--- src/rtl/rs_cmd_pkg.sv ---
// Shared command/state encodings and default timing for the gated-RS-latch command sequencer.
package rs_cmd_pkg;

  typedef enum logic [1:0] {
    CMD_HOLD    = 2'b00,
    CMD_SET     = 2'b01,
    CMD_RESET   = 2'b10,
    CMD_ILLEGAL = 2'b11
  } cmd_e;

  typedef enum logic [1:0] {
    ST_IDLE  = 2'd0,
    ST_SETUP = 2'd1,
    ST_PULSE = 2'd2,
    ST_HOLD  = 2'd3
  } state_e;

  localparam int CMD_W            = 2;
  localparam int DEF_SETUP_CYCLES = 1;
  localparam int DEF_ENA_CYCLES   = 2;
  localparam int DEF_HOLD_CYCLES  = 1;
  localparam int DEF_FIFO_DEPTH   = 4;

  // Latch drive as {R,S}; never returns 2'b11, so R and S cannot both be high.
  function automatic logic [1:0] rs_of(cmd_e c);
    case (c)
      CMD_SET:   return 2'b01;
      CMD_RESET: return 2'b10;
      default:   return 2'b00;
    endcase
  endfunction

endpackage

--- src/rtl/rs_cmd_fifo.sv ---
// Command queue: power-of-two depth, pointers carry one extra wrap bit to tell full from empty.
module rs_cmd_fifo
  import rs_cmd_pkg::*;
#(
  parameter int DEPTH = DEF_FIFO_DEPTH,
  parameter int WIDTH = CMD_W
) (
  input  logic             clk,
  input  logic             rst,
  input  logic             push,
  input  logic [WIDTH-1:0] push_data,
  input  logic             pop,
  output logic [WIDTH-1:0] pop_data,
  output logic             empty,
  output logic             full
);

  localparam int AW = (DEPTH > 1) ? $clog2(DEPTH) : 1;

  logic [AW:0]      wr_ptr;
  logic [AW:0]      rd_ptr;
  logic [WIDTH-1:0] mem [DEPTH];

  assign empty    = (wr_ptr == rd_ptr);
  assign full     = (wr_ptr[AW] != rd_ptr[AW]) && (wr_ptr[AW-1:0] == rd_ptr[AW-1:0]);
  assign pop_data = mem[rd_ptr[AW-1:0]];

  always_ff @(posedge clk) begin
    if (rst) begin
      wr_ptr <= '0;
      rd_ptr <= '0;
    end else begin
      if (push && !full)  wr_ptr <= wr_ptr + 1'b1;
      if (pop  && !empty) rd_ptr <= rd_ptr + 1'b1;
    end
  end

  // Storage carries no reset; only the pointers define what is valid.
  always_ff @(posedge clk) begin
    if (push && !full) mem[wr_ptr[AW-1:0]] <= push_data;
  end

endmodule

--- src/rtl/rs_cmd_seq.sv ---
// Queues SET/RESET/HOLD commands and plays each as setup / enable pulse / hold on a gated RS latch.
// Optional Q readback compare is compiled in with macro RS_CMD_SEQ_READBACK_EN.
module rs_cmd_seq
  import rs_cmd_pkg::*;
#(
  parameter int SETUP_CYCLES = DEF_SETUP_CYCLES,
  parameter int ENA_CYCLES   = DEF_ENA_CYCLES,
  parameter int HOLD_CYCLES  = DEF_HOLD_CYCLES,
  parameter int FIFO_DEPTH   = DEF_FIFO_DEPTH
) (
  input  logic       CLK,
  input  logic       RST,
  input  logic       CMD_VALID,
  input  logic [1:0] CMD,
  output logic       CMD_READY,
  output logic       ENA,
  output logic       R,
  output logic       S,
  output logic       BUSY,
  output logic       ERR_ILLEGAL
`ifdef RS_CMD_SEQ_READBACK_EN
  ,
  input  logic       Q_IN,
  output logic       MISMATCH
`endif
);

  localparam int MAX_A   = (SETUP_CYCLES > ENA_CYCLES) ? SETUP_CYCLES : ENA_CYCLES;
  localparam int MAX_CYC = (MAX_A > HOLD_CYCLES) ? MAX_A : HOLD_CYCLES;
  localparam int CNT_W   = $clog2(MAX_CYC + 1);

  localparam logic [CNT_W-1:0] SETUP_LAST = CNT_W'(SETUP_CYCLES - 1);
  localparam logic [CNT_W-1:0] PULSE_LAST = CNT_W'(ENA_CYCLES - 1);
  localparam logic [CNT_W-1:0] HOLD_LAST  = CNT_W'(HOLD_CYCLES - 1);

  logic             fifo_full;
  logic             fifo_empty;
  logic [1:0]       head;
  logic             take;
  logic             push;
  logic             pop;
  logic             hold_done;
  state_e           state;
  logic [CNT_W-1:0] cnt;

  assign CMD_READY = !fifo_full;
  assign take      = CMD_VALID && !fifo_full;
  assign push      = take && (CMD != CMD_ILLEGAL);
  assign hold_done = (state == ST_HOLD) && (cnt == HOLD_LAST);
  // The head is only taken from the registered queue state, so a fresh push never bypasses it.
  assign pop       = !fifo_empty && ((state == ST_IDLE) || hold_done);

  rs_cmd_fifo #(
    .DEPTH (FIFO_DEPTH),
    .WIDTH (CMD_W)
  ) u_fifo (
    .clk       (CLK),
    .rst       (RST),
    .push      (push),
    .push_data (CMD),
    .pop       (pop),
    .pop_data  (head),
    .empty     (fifo_empty),
    .full      (fifo_full)
  );

  always_ff @(posedge CLK) begin
    if (RST) begin
      state       <= ST_IDLE;
      cnt         <= '0;
      ENA         <= 1'b0;
      R           <= 1'b0;
      S           <= 1'b0;
      BUSY        <= 1'b0;
      ERR_ILLEGAL <= 1'b0;
    end else begin
      ERR_ILLEGAL <= take && (CMD == CMD_ILLEGAL);
      cnt         <= cnt + 1'b1;
      case (state)
        ST_IDLE: begin
          cnt <= '0;
          if (pop) begin
            state  <= ST_SETUP;
            {R, S} <= rs_of(cmd_e'(head));
            BUSY   <= 1'b1;
          end else begin
            BUSY <= push;
          end
        end
        ST_SETUP: begin
          if (cnt == SETUP_LAST) begin
            state <= ST_PULSE;
            cnt   <= '0;
            ENA   <= 1'b1;
          end
        end
        ST_PULSE: begin
          if (cnt == PULSE_LAST) begin
            state <= ST_HOLD;
            cnt   <= '0;
            ENA   <= 1'b0;
          end
        end
        ST_HOLD: begin
          if (hold_done) begin
            cnt <= '0;
            if (!fifo_empty) begin
              state  <= ST_SETUP;
              {R, S} <= rs_of(cmd_e'(head));
            end else begin
              state  <= ST_IDLE;
              {R, S} <= 2'b00;
              BUSY   <= push;
            end
          end
        end
        default: state <= ST_IDLE;
      endcase
    end
  end

`ifdef RS_CMD_SEQ_READBACK_EN
  logic exp_q;
  logic exp_vld;

  // Compare on the first HOLD cycle; R/S still show the command being completed.
  always_ff @(posedge CLK) begin
    if (RST) begin
      exp_q    <= 1'b0;
      exp_vld  <= 1'b0;
      MISMATCH <= 1'b0;
    end else begin
      MISMATCH <= 1'b0;
      if (state == ST_HOLD && cnt == '0) begin
        if (S) begin
          MISMATCH <= (Q_IN != 1'b1);
          exp_q    <= 1'b1;
          exp_vld  <= 1'b1;
        end else if (R) begin
          MISMATCH <= (Q_IN != 1'b0);
          exp_q    <= 1'b0;
          exp_vld  <= 1'b1;
        end else if (exp_vld) begin
          MISMATCH <= (Q_IN != exp_q);
        end
      end
    end
  end
`endif

endmodule

--- config.mk ---
export PLATFORM = sky130hd
export DESIGN_NAME = rs_cmd_seq
export DESIGN_NICKNAME = d
export VERILOG_FILES = /design/src/rtl/rs_cmd_pkg.sv /design/src/rtl/rs_cmd_fifo.sv /design/src/rtl/rs_cmd_seq.sv
export SDC_FILE = /design/constraint.sdc
export NUM_CORES = 1
export LEC_CHECK = 0
export ABC_AREA = 1
export BUFFER_PORTS_ARGS = -buffer_cell sky130_fd_sc_hd__buf_4
export CAP_MARGIN = 10
export CORE_ASPECT_RATIO = 1.5
export CORE_UTILIZATION = 35
export CTS_CLUSTER_DIAMETER = 80
export DETAILED_ROUTE_END_ITERATION = 7
export GPL_TIMING_DRIVEN = 0
export PLACE_DENSITY = 0.59
export SETUP_SLACK_MARGIN = 0.4
export SLEW_MARGIN = 20
export SYNTH_ARGS = -nofsm -noshare
export SYNTH_HDL_FRONTEND = slang
export SYNTH_HIERARCHICAL = 1
export SYNTH_SLANG_ARGS = --single-unit
--- constraint.sdc ---
create_clock -name CLK -period 2.6 [get_ports CLK]
set_clock_uncertainty 0.2 [all_clocks]
set_input_delay 0.39 -clock CLK [delete_from_list [all_inputs] [get_ports CLK]]
set_output_delay 0.39 -clock CLK [all_outputs]
set_load 0.02 [all_outputs]
Word level (Yosys, flattened, before mapping)
Memories as Yosys holds them, arrays and structs flattened. A register that Yosys moved wholly into a read port is not among the register bits.
Index checks and enable logic that the tools add are counted.

operators by class
  add/sub/neg operators = 3
  eq/ne operators = 16
  multiplexer cells = 30
  reduce and logical (&&, ||, !) cells = 19

operators by type and width
  kind                                            count
  two-way mux 2 bit                               9
  case mux 2 bit (4 select lines)                 2
  two-way mux 1 bit                               14
  != test 2 bit (second input constant)           5
  AND reduction 3 bit                             3
  == test 2 bit (second input constant)           4
  logical AND 1 bit                               8
  case mux 1 bit (2 select lines)                 4
  adder 3 x 1 -> 3 bit (second input constant)    2
  == test 2 x 1 -> 1 bit (second input constant)  3
  zero test 2 bit                                 2
  case mux 2 bit (2 select lines)                 1
  AND reduction 4 bit                             1
  nonzero test 2 bit                              2
  == test 3 bit                                   1
  adder 2 x 1 -> 2 bit (second input constant)    1
  == test 2 bit                                   1
  zero test 1 bit                                 2
  != test 2 x 1 -> 1 bit (second input constant)  1
  logical OR 1 bit                                1
  != test 1 bit                                   1

word-level totals
  register bits after elaboration = 15
  memory bits (writable) = 8
  output and inout port bits = 6
  word-level logic and storage cells = 78
  memories kept = 1

memory list
  name        words  width  rd ports  clocked after Yosys merged registers in  write ports  RTL line           RTL
  u_fifo.mem  4      2      1         1                                        1            rs_cmd_fifo.sv:22  logic [WIDTH-1:0] mem [DEPTH];

Longest topological paths before layout
Gate-level depths: netlist (run 1).

  word-level depth = 8
  mapped depth = 13
  depth with buffers taken out = 13

Cells and area by module
The synthesis (run 1) kept the hierarchy.

by module, submodules not included
  module       instances  cells each  area each (µm²)
  rs_cmd_fifo  1          96          824.5
  rs_cmd_seq   1          90          579.3

Least setup slack after synthesis (run 1)
OpenSTA, ideal clock, no wires.

  path type = reg2reg
  start point = reg u_fifo.wr_ptr[0]
  end point = mem u_fifo/mem[3][0] (netlist name), enable pin
  setup time = 294 ps
  data arrival time = 1606 ps
  slack = 499 ps
  stages on the path, launching flop included = 13
  cell sequence = dfxtp_1 > inv_1 > nand2_2 > nand2_4 > nand3_4 > inv_2 > inv_1 > nand2_1 > nor2_1 > nand2_1 > inv_1 > nand2_1 > inv_1

on the way
  cells in the longest elaborated chain, start to end = 8

ends and longest elaborated chain
  element                                  RTL line           RTL
  start: declaration                       rs_cmd_fifo.sv:20  logic [AW:0] wr_ptr;
  start signal: assignment                 rs_cmd_fifo.sv:33  if (push && !full) wr_ptr <= wr_ptr + 1'b1;
  == test 2 bit                            rs_cmd_fifo.sv:25  assign full = (wr_ptr[AW] != rd_ptr[AW]) && (wr_ptr[AW-1:0] == rd_ptr[AW-1:0]);
  logical AND 1 bit                        rs_cmd_fifo.sv:25
  via fifo_full                            rs_cmd_seq.sv:36   logic fifo_full;
  zero test 1 bit                          --
  via CMD_READY                            rs_cmd_seq.sv:15   output logic CMD_READY,
  logical AND 1 bit                        rs_cmd_seq.sv:47   assign take = CMD_VALID && !fifo_full;
  logical AND 1 bit                        rs_cmd_seq.sv:48   assign push = take && (CMD != CMD_ILLEGAL);
  via push                                 rs_cmd_seq.sv:40   logic push;
  logical AND 1 bit                        rs_cmd_fifo.sv:40  if (push && !full) mem[wr_ptr[AW-1:0]] <= push_data;
  two-way mux 1 bit                        rs_cmd_fifo.sv:40
  two-way mux 1 bit (not written as such)  rs_cmd_fifo.sv:40
  end: declaration                         rs_cmd_fifo.sv:22

The timed path passes the listed nets, and every way through them passes these cells.

Final worst setup path (run 1)
  start point = reg u_fifo.wr_ptr[1]
  end point = mem u_fifo/mem[3][1] (netlist name), enable pin

on the way
  cells in the longest elaborated chain, start to end = 8

ends and longest elaborated chain
  element                                  RTL line
  == test 2 bit                            rs_cmd_fifo.sv:25
  logical AND 1 bit                        rs_cmd_fifo.sv:25
  via fifo_full                            rs_cmd_seq.sv:36
  zero test 1 bit                          rs_cmd_seq.sv:47
  logical AND 1 bit                        rs_cmd_seq.sv:47
  logical AND 1 bit                        rs_cmd_seq.sv:48
  via push                                 rs_cmd_seq.sv:40
  logical AND 1 bit                        rs_cmd_fifo.sv:40
  two-way mux 1 bit                        rs_cmd_fifo.sv:40
  two-way mux 1 bit (not written as such)  rs_cmd_fifo.sv:40

The timed path passes the listed nets, and every way through them passes these cells.

==> metrics.cfg, run 1 <==
[detailed_routing]
wl_per_cell_um=9.33
ant_nets=0
viasPerCell=4.46
drt-total-wl_um=2290
first_pass_iters=4
routed-via-count=1096
drc_errors=0
drtIter0Drc=18

[sta]
max_freq_mhz=505
period_needed_ns=1.98
worst_pin_slew_ns=0.382
fin_ws_ns=0.620
fin_crit_sh_pct=76.2
rsz0062_at_grt=no
finalSetupTns_ns=0
hold_viol=0
setup_viol=0
slew_violations=0
slew_headroom_pct=74.5

[clocking]
cts_buffers=3
clkTransAtPathRegs_ns=0.09
ctsLongestPathBuffers=2
cts_root_buffer=clkbuf_8
htree_levels=1
cts_tree=built
cts.sinks=25
clkLatencyLatePin_ns=0.26

[critical_path]
crit_type=reg -> reg
r2r-start=u_fifo/wr_ptr[1]$_SDFFE_PP0P_
cp-endpoint=u_fifo/mem[3][1]$_DFFE_PP_
r2r_cells=12
rr_endpoint=u_fifo/mem[3][1]$_DFFE_PP_
crit_required_ns=2.39
critPathMaxFanout=9
cp.arrival_ns=1.77
path_common_cell=inv_1
critPathLaunchType=register
crit_chain=inv_1 -> nand2_2 -> nand2_4 -> nand3_4 -> inv_2 -> inv_1 -> nand2_1 -> nor2_4 -> nand2_1 -> inv_1 -> nand2_1 -> inv_1
cp_slowest_stage_delay_ns=0.41
critPathSlowestCell=dfxtp_1
cp-end-kind=register
crit_start=u_fifo/wr_ptr[1]$_SDFFE_PP0P_
r2r_slack_ns=0.62

[placed_design]
place.gp.congestion=0.818
dpl.hpwl_um=1820
pre_cts_ws_ns=0.301
post-place-cells=239
numPortBuffers=10

[cells_and_area]
drive_gt1_share_pct=15.3
area_growth_syn_to_layout_pct=14.9
fin_util_pct=43.0
antennaDiodeCount=0
nNetsFinal=221
stdcell_count=246
fill_cells=378

[global_route]
antenna_found_initial=0
grt_pass1_vias=1029
grt_pass1_wl_um=4080
grt_max_degree=16
grt_usage_pct=13.0
grt_overflow=0

[synth]
yosysSeqAreaShare_pct=41.4
syn_area_sq_um=1400
yosys_warnings=6
syn_inst=186
yosys.cell_types.count=18
syn_area_per_cell_sq_um=7.55
synth-seq-cells=25
synth_nets=203

[power]
p_leak_uw=0.000785
finalPower_uw=1440
power_density_nw_per_um2=894
ir_worst_vdd_v=0.000439

[floorplan]
die_h_um=79.6
start_util_pct=37.4
die_w_um=53.7
rows=27
core_area_sq_um=3750
dieArea_sq_um=4270
io_pins=11

[min_path]
hp-class=in -> reg
hp-start=RST

[status]
status=complete, no violations

[run]
drv_cap=0

timing repair:
item,CTS,global route
pin swaps,0,1
setup buffers,0,3
resized for setup,1,2
hold buffers,0,0
setup endpoints to repair,8,9
stage by stage:
step | area (sq um) | hold slack, ns
floorplan | 1400 | 0.269
detailed placement | 1530 | 0.238
global route | 1610 | 0.118
global placement | 1530 | 0.235
finish | 1610 | 0.128
CTS | 1580 | 0.124
layout make-up:
cell class	count	area [sq um]	share of cell area, %
sequential	25	582	36.1
timing repair buffer	13	97.6	6.05
multi-input combinational	121	681	42.2
inverter	40	150	9.31
clock inverter	1	7.51	0.465
clock buffer	3	41.3	2.56
tap	43	53.8	3.34
cells by family after synthesis:
family / after synthesis / synth area share (%)
buffers and inverters: 40 / 10.7
DFF: 25 / 41.4
and+or+nand+nor: 84 / 28.2
AOI/OAI and AO/OA: 25 / 9.09
adders and majority gates: 12 / 10.7
power breakdown:
group	internal [uW]	switching (uW)	leakage (uW)
Clock	108	123	0.0000217
Combinational	250	409	0.000551
Sequential	484	66.2	0.000213
Total	843	598	0.000785
synth_stat cells (all sizes together):
library cell  instances  area share [%]
a21oi                11             3.9
nor3                  1            0.36
inv                  40              11
nand2                43              14
dfxtp                17              24
edfxtp                8              17
ha                   12              11
nor2                 28             7.5
nor3b                 1            0.89
nand4                 1            0.45
nand3                10             5.3
o22ai                 2            0.89
o21ai                12             4.3
state kept, by name (all words and copies together) (netlist names), 2 cells and up, named ones only:
| name | count |
|---|---|
| cnt | 2 |
| state | 2 |
| u_fifo/mem | 8 |
| u_fifo/rd_ptr | 3 |
| u_fifo/wr_ptr | 3 |
critical path: cells and delay by family, from the launching register on:
family | cells | cell delay (ns)
buffers and inverters | 5 | 0.39
flip-flops | 1 | 0.41
AND/OR/NAND/NOR | 7 | 0.70
how the worst min path moves through the flow:
| stage | to | slack (ns) | depth (start not counted) |
|---|---|---|---|
| 2_1_floorplan | ERR_ILLEGAL$_SDFF_PP0_ | 0.27 | 1 |
| 3_3_place_gp | ENA$_SDFFE_PP0P_ | 0.23 | 2 |
| 3_5_place_dp | ENA$_SDFFE_PP0P_ | 0.24 | 2 |
| 4_1_cts | ERR_ILLEGAL$_SDFF_PP0_ | 0.12 | 2 |
| 5_1_grt | ERR_ILLEGAL$_SDFF_PP0_ | 0.12 | 2 |
| 6_report | ERR_ILLEGAL$_SDFF_PP0_ | 0.13 | 2 |
metal layers:
layer	part of all wire, %	wire (um)	track usage (%)	up-vias
met5	0	0	0	-
met4	2.2	51	6.58	0
met3	1.9	43	2.29	4
met2	52	1200	22.2	8
met1	43	997	14.7	476
li1	-	-	-	608
placed cells by master, fill, tap and decap left out, drive strengths merged:
cell / count
o22ai: 2
nand3: 10
edfxtp: 8
dfxtp: 17
clkbuf: 3
nand2: 43
ha: 12
nand4: 1
clkinvlp: 1
nor3: 1
a21oi: 11
buf: 13
o21ai: 12
nor3b: 1
nor2: 28
inv: 40
No activity file was read; power rests on OpenSTA's default activity.
==> inputs of run 2 (changes only) <==
--- a/config.mk
+++ b/config.mk
@@ -13,7 +13,7 @@
 export CTS_CLUSTER_DIAMETER = 80
 export DETAILED_ROUTE_END_ITERATION = 7
 export GPL_TIMING_DRIVEN = 0
-export PLACE_DENSITY = 0.59
+export PLACE_DENSITY = 0.61
 export SETUP_SLACK_MARGIN = 0.4
 export SLEW_MARGIN = 20
 export SYNTH_ARGS = -nofsm -noshare
==> constraint.sdc (replaced) <==
create_clock -name CLK -period 1.73 [get_ports CLK]
set_clock_uncertainty 0.2 [all_clocks]
set_input_delay 0.2595 -clock CLK [delete_from_list [all_inputs] [get_ports CLK]]
set_output_delay 0.2595 -clock CLK [all_outputs]
set_load 0.02 [all_outputs]
==> run 2 against run 1 <==
Compared with the run above:
- largest power group unchanged
- largest cell class unchanged
- worst hold slack worse by 0.059 ns
- final area up 35%
- utilization up 15 points
- clock power up 50%
- worst setup slack worse by 0.54 ns
- highest routed layer unchanged
- via count up 15%
==> metrics.cfg, run 2 (synthesis gave the netlist of run 1 again) <==
[floorplan]
core_area_sq_um=3750  ; unchanged
start_util_pct=37.4  ; unchanged
die_h_um=79.6  ; unchanged
rows=27  ; unchanged
dieArea_sq_um=4270  ; unchanged
io_pins=11  ; unchanged
die_w_um=53.7  ; unchanged

[global_route]
grt_usage_pct=15.2  ; +2.2 points
use_met1_pct=16.7  ; +2.0 points
grt_max_degree=16  ; unchanged
use_met3_pct=2.29  ; unchanged
grt.met2_usage_pct=26.7  ; +4.4 points
antenna_found_initial=0  ; unchanged
grt_pass1_vias=1153  ; +12%
grt_pass1_wl_um=4800  ; +17%
top_usage_layer=met2
grt_overflow=0  ; unchanged

[placed_design]
place.gp.congestion=0.788  ; -3.7%
dpl.hpwl_um=1820  ; +0.15%
numPortBuffers=10  ; unchanged

[critical_path]
cp_slowest_stage_delay_ns=0.39  ; -0.02 ns
crit_chain=inv_4 -> nand2_4 -> nand2_4 -> nand3_4 -> inv_2 -> inv_4 -> nand2_4 -> nor2_4 -> nand2_2 -> nor2_2
cp-end-kind=register
r2r_slack_ns=0.08  ; -0.54 ns
path_buf_inv=3  ; -2
path_common_cell=nand2_4
critPathLaunchType=register
cp.arrival_ns=1.43  ; -0.34 ns
crit_type=reg -> reg
cp_top_family=simple AND/OR/NAND/NOR gates
critPathSlowestCell=dfxtp_4
critPathMaxFanout=4  ; -5
crit_required_ns=1.51  ; -0.88 ns

[sta]
setup_viol=0  ; unchanged
slew_headroom_pct=81.1  ; +6.6 points
max_freq_mhz=604  ; +20%
fin_crit_sh_pct=95.7  ; +19 points
finalSetupTns_ns=0  ; unchanged
hold_ws_ns=0.0697  ; -0.0587 ns
worst_pin_slew_ns=0.284  ; -0.0986 ns
period_needed_ns=1.65  ; -0.325 ns
rsz0062_at_grt=yes
hold_viol=0  ; unchanged
slew_violations=0  ; unchanged

[detailed_routing]
wl_per_cell_um=11.7  ; +25%
ant_nets=0  ; unchanged
drtIter0Drc=24  ; +6
drt-total-wl_um=3180  ; +38%
first_pass_iters=4  ; unchanged
routed-via-count=1255  ; +15%
drc_errors=0  ; unchanged
viasPerCell=4.61  ; +3.6%

[cells_and_area]
final_common_cell=buf_4
area_growth_syn_to_layout_pct=54.8
most-common-layout-cells=buf_4, nor2_1, inv_1, nand2_1, nand2_4
fin_util_pct=58.0  ; +15 points
ff_latch_area_sq_um=606  ; +4.1%
drive_gt1_share_pct=54.6  ; +39 points
nNetsFinal=247  ; +12%
multi_input_area_sq_um=947  ; +39%
largest_reg_flops=8  ; unchanged
fill_cells=319  ; -16%
antennaDiodeCount=0  ; unchanged

[run]
drv_cap=0  ; unchanged

[clocking]
clkTransAtPathRegs_ns=0.09  ; about the same
cts.sinks=25  ; unchanged
htree_levels=1  ; unchanged
cts_root_buffer=clkbuf_8
cts_tree=built
clkLatencyLatePin_ns=0.27  ; about the same
ctsLongestPathBuffers=2  ; unchanged
cts_buffers=3  ; unchanged

[status]
status=complete, no violations

[power]
power_density_nw_per_um2=1380  ; +54%
p_leak_uw=0.000996  ; +27%
ir_worst_vdd_v=0.000804  ; +83%

[min_path]
hp-class=in -> reg

-- run 2: changes by cell type in the layout (fill, tap and decap cells not counted), sizes merged --
cell	previous run	this run
dlygate4sd3	0	3
buf	13	36
-- run 2: routing by layer --
metal	share of wire, %	wire, um	up-vias
met5	0	0	-
met4	1.5	47	0
met3	1.4	43	4
met2	58	1840	8
met1	39	1250	578
li1	-	-	665
-- run 2: final cells by class --
type	count	area share (%)
Clock buffer	3	1.90
Clock inverter	1	0.345
Inverter	40	8.06
Multi-Input combinational cell	121	43.6
Sequential cell	25	27.9
Tap cell	43	2.48
Timing Repair Buffer	39	15.8
-- run 2: repair_timing --
action / in CTS / in global routing
hold endpoints to repair: 9 / 0
gates cloned: 0 / 0
pin swaps: 20 / 17
hold buffers: 3 / 0
buffers inserted: 19 / 7
setup endpoints to repair: 24 / 26
resized for setup: 33 / 55
-- run 2: worst paths after layout --
path | start | end | cells after the start
worst max register to register | u_fifo/wr_ptr[0]$_SDFFE_PP0P_ | u_fifo/mem[0][0]$_DFFE_PP_ | 10
worst max-delay path | u_fifo/wr_ptr[0]$_SDFFE_PP0P_ | u_fifo/mem[0][0]$_DFFE_PP_ | 10
worst min-delay path | RST | cnt[1]$_SDFF_PP0_ | 4
worst min register to register | ENA$_SDFFE_PP0P_ | ENA$_SDFFE_PP0P_ | 2
-- run 2: power breakdown --
part | internal [uW] | leakage (uW) | switching (uW)
combinational | 791 | 0.000756 | 978
sequential | 749 | 0.000218 | 130
clock | 163 | 0.0000217 | 185
total | 1700 | 0.000996 | 1290
-- run 2: metrics by stage --
step	total power, uW	instances	cell area [sq um]	setup WS [ns]
floorplan	1710	186	1480	-0.00148
global placement	1930	239	1610	-0.109
detailed placement	1940	239	1610	-0.123
CTS	2630	265	1930	0.0958
global route	3210	272	2170	-0.00998
finish	3000	272	2170	0.0752
-- run 2: tightest hold or removal path: stages --
cell and delay [ns]:
buf_4 0.11, nor2_1 0.05, nand2_1 0.06, inv_1 0.03
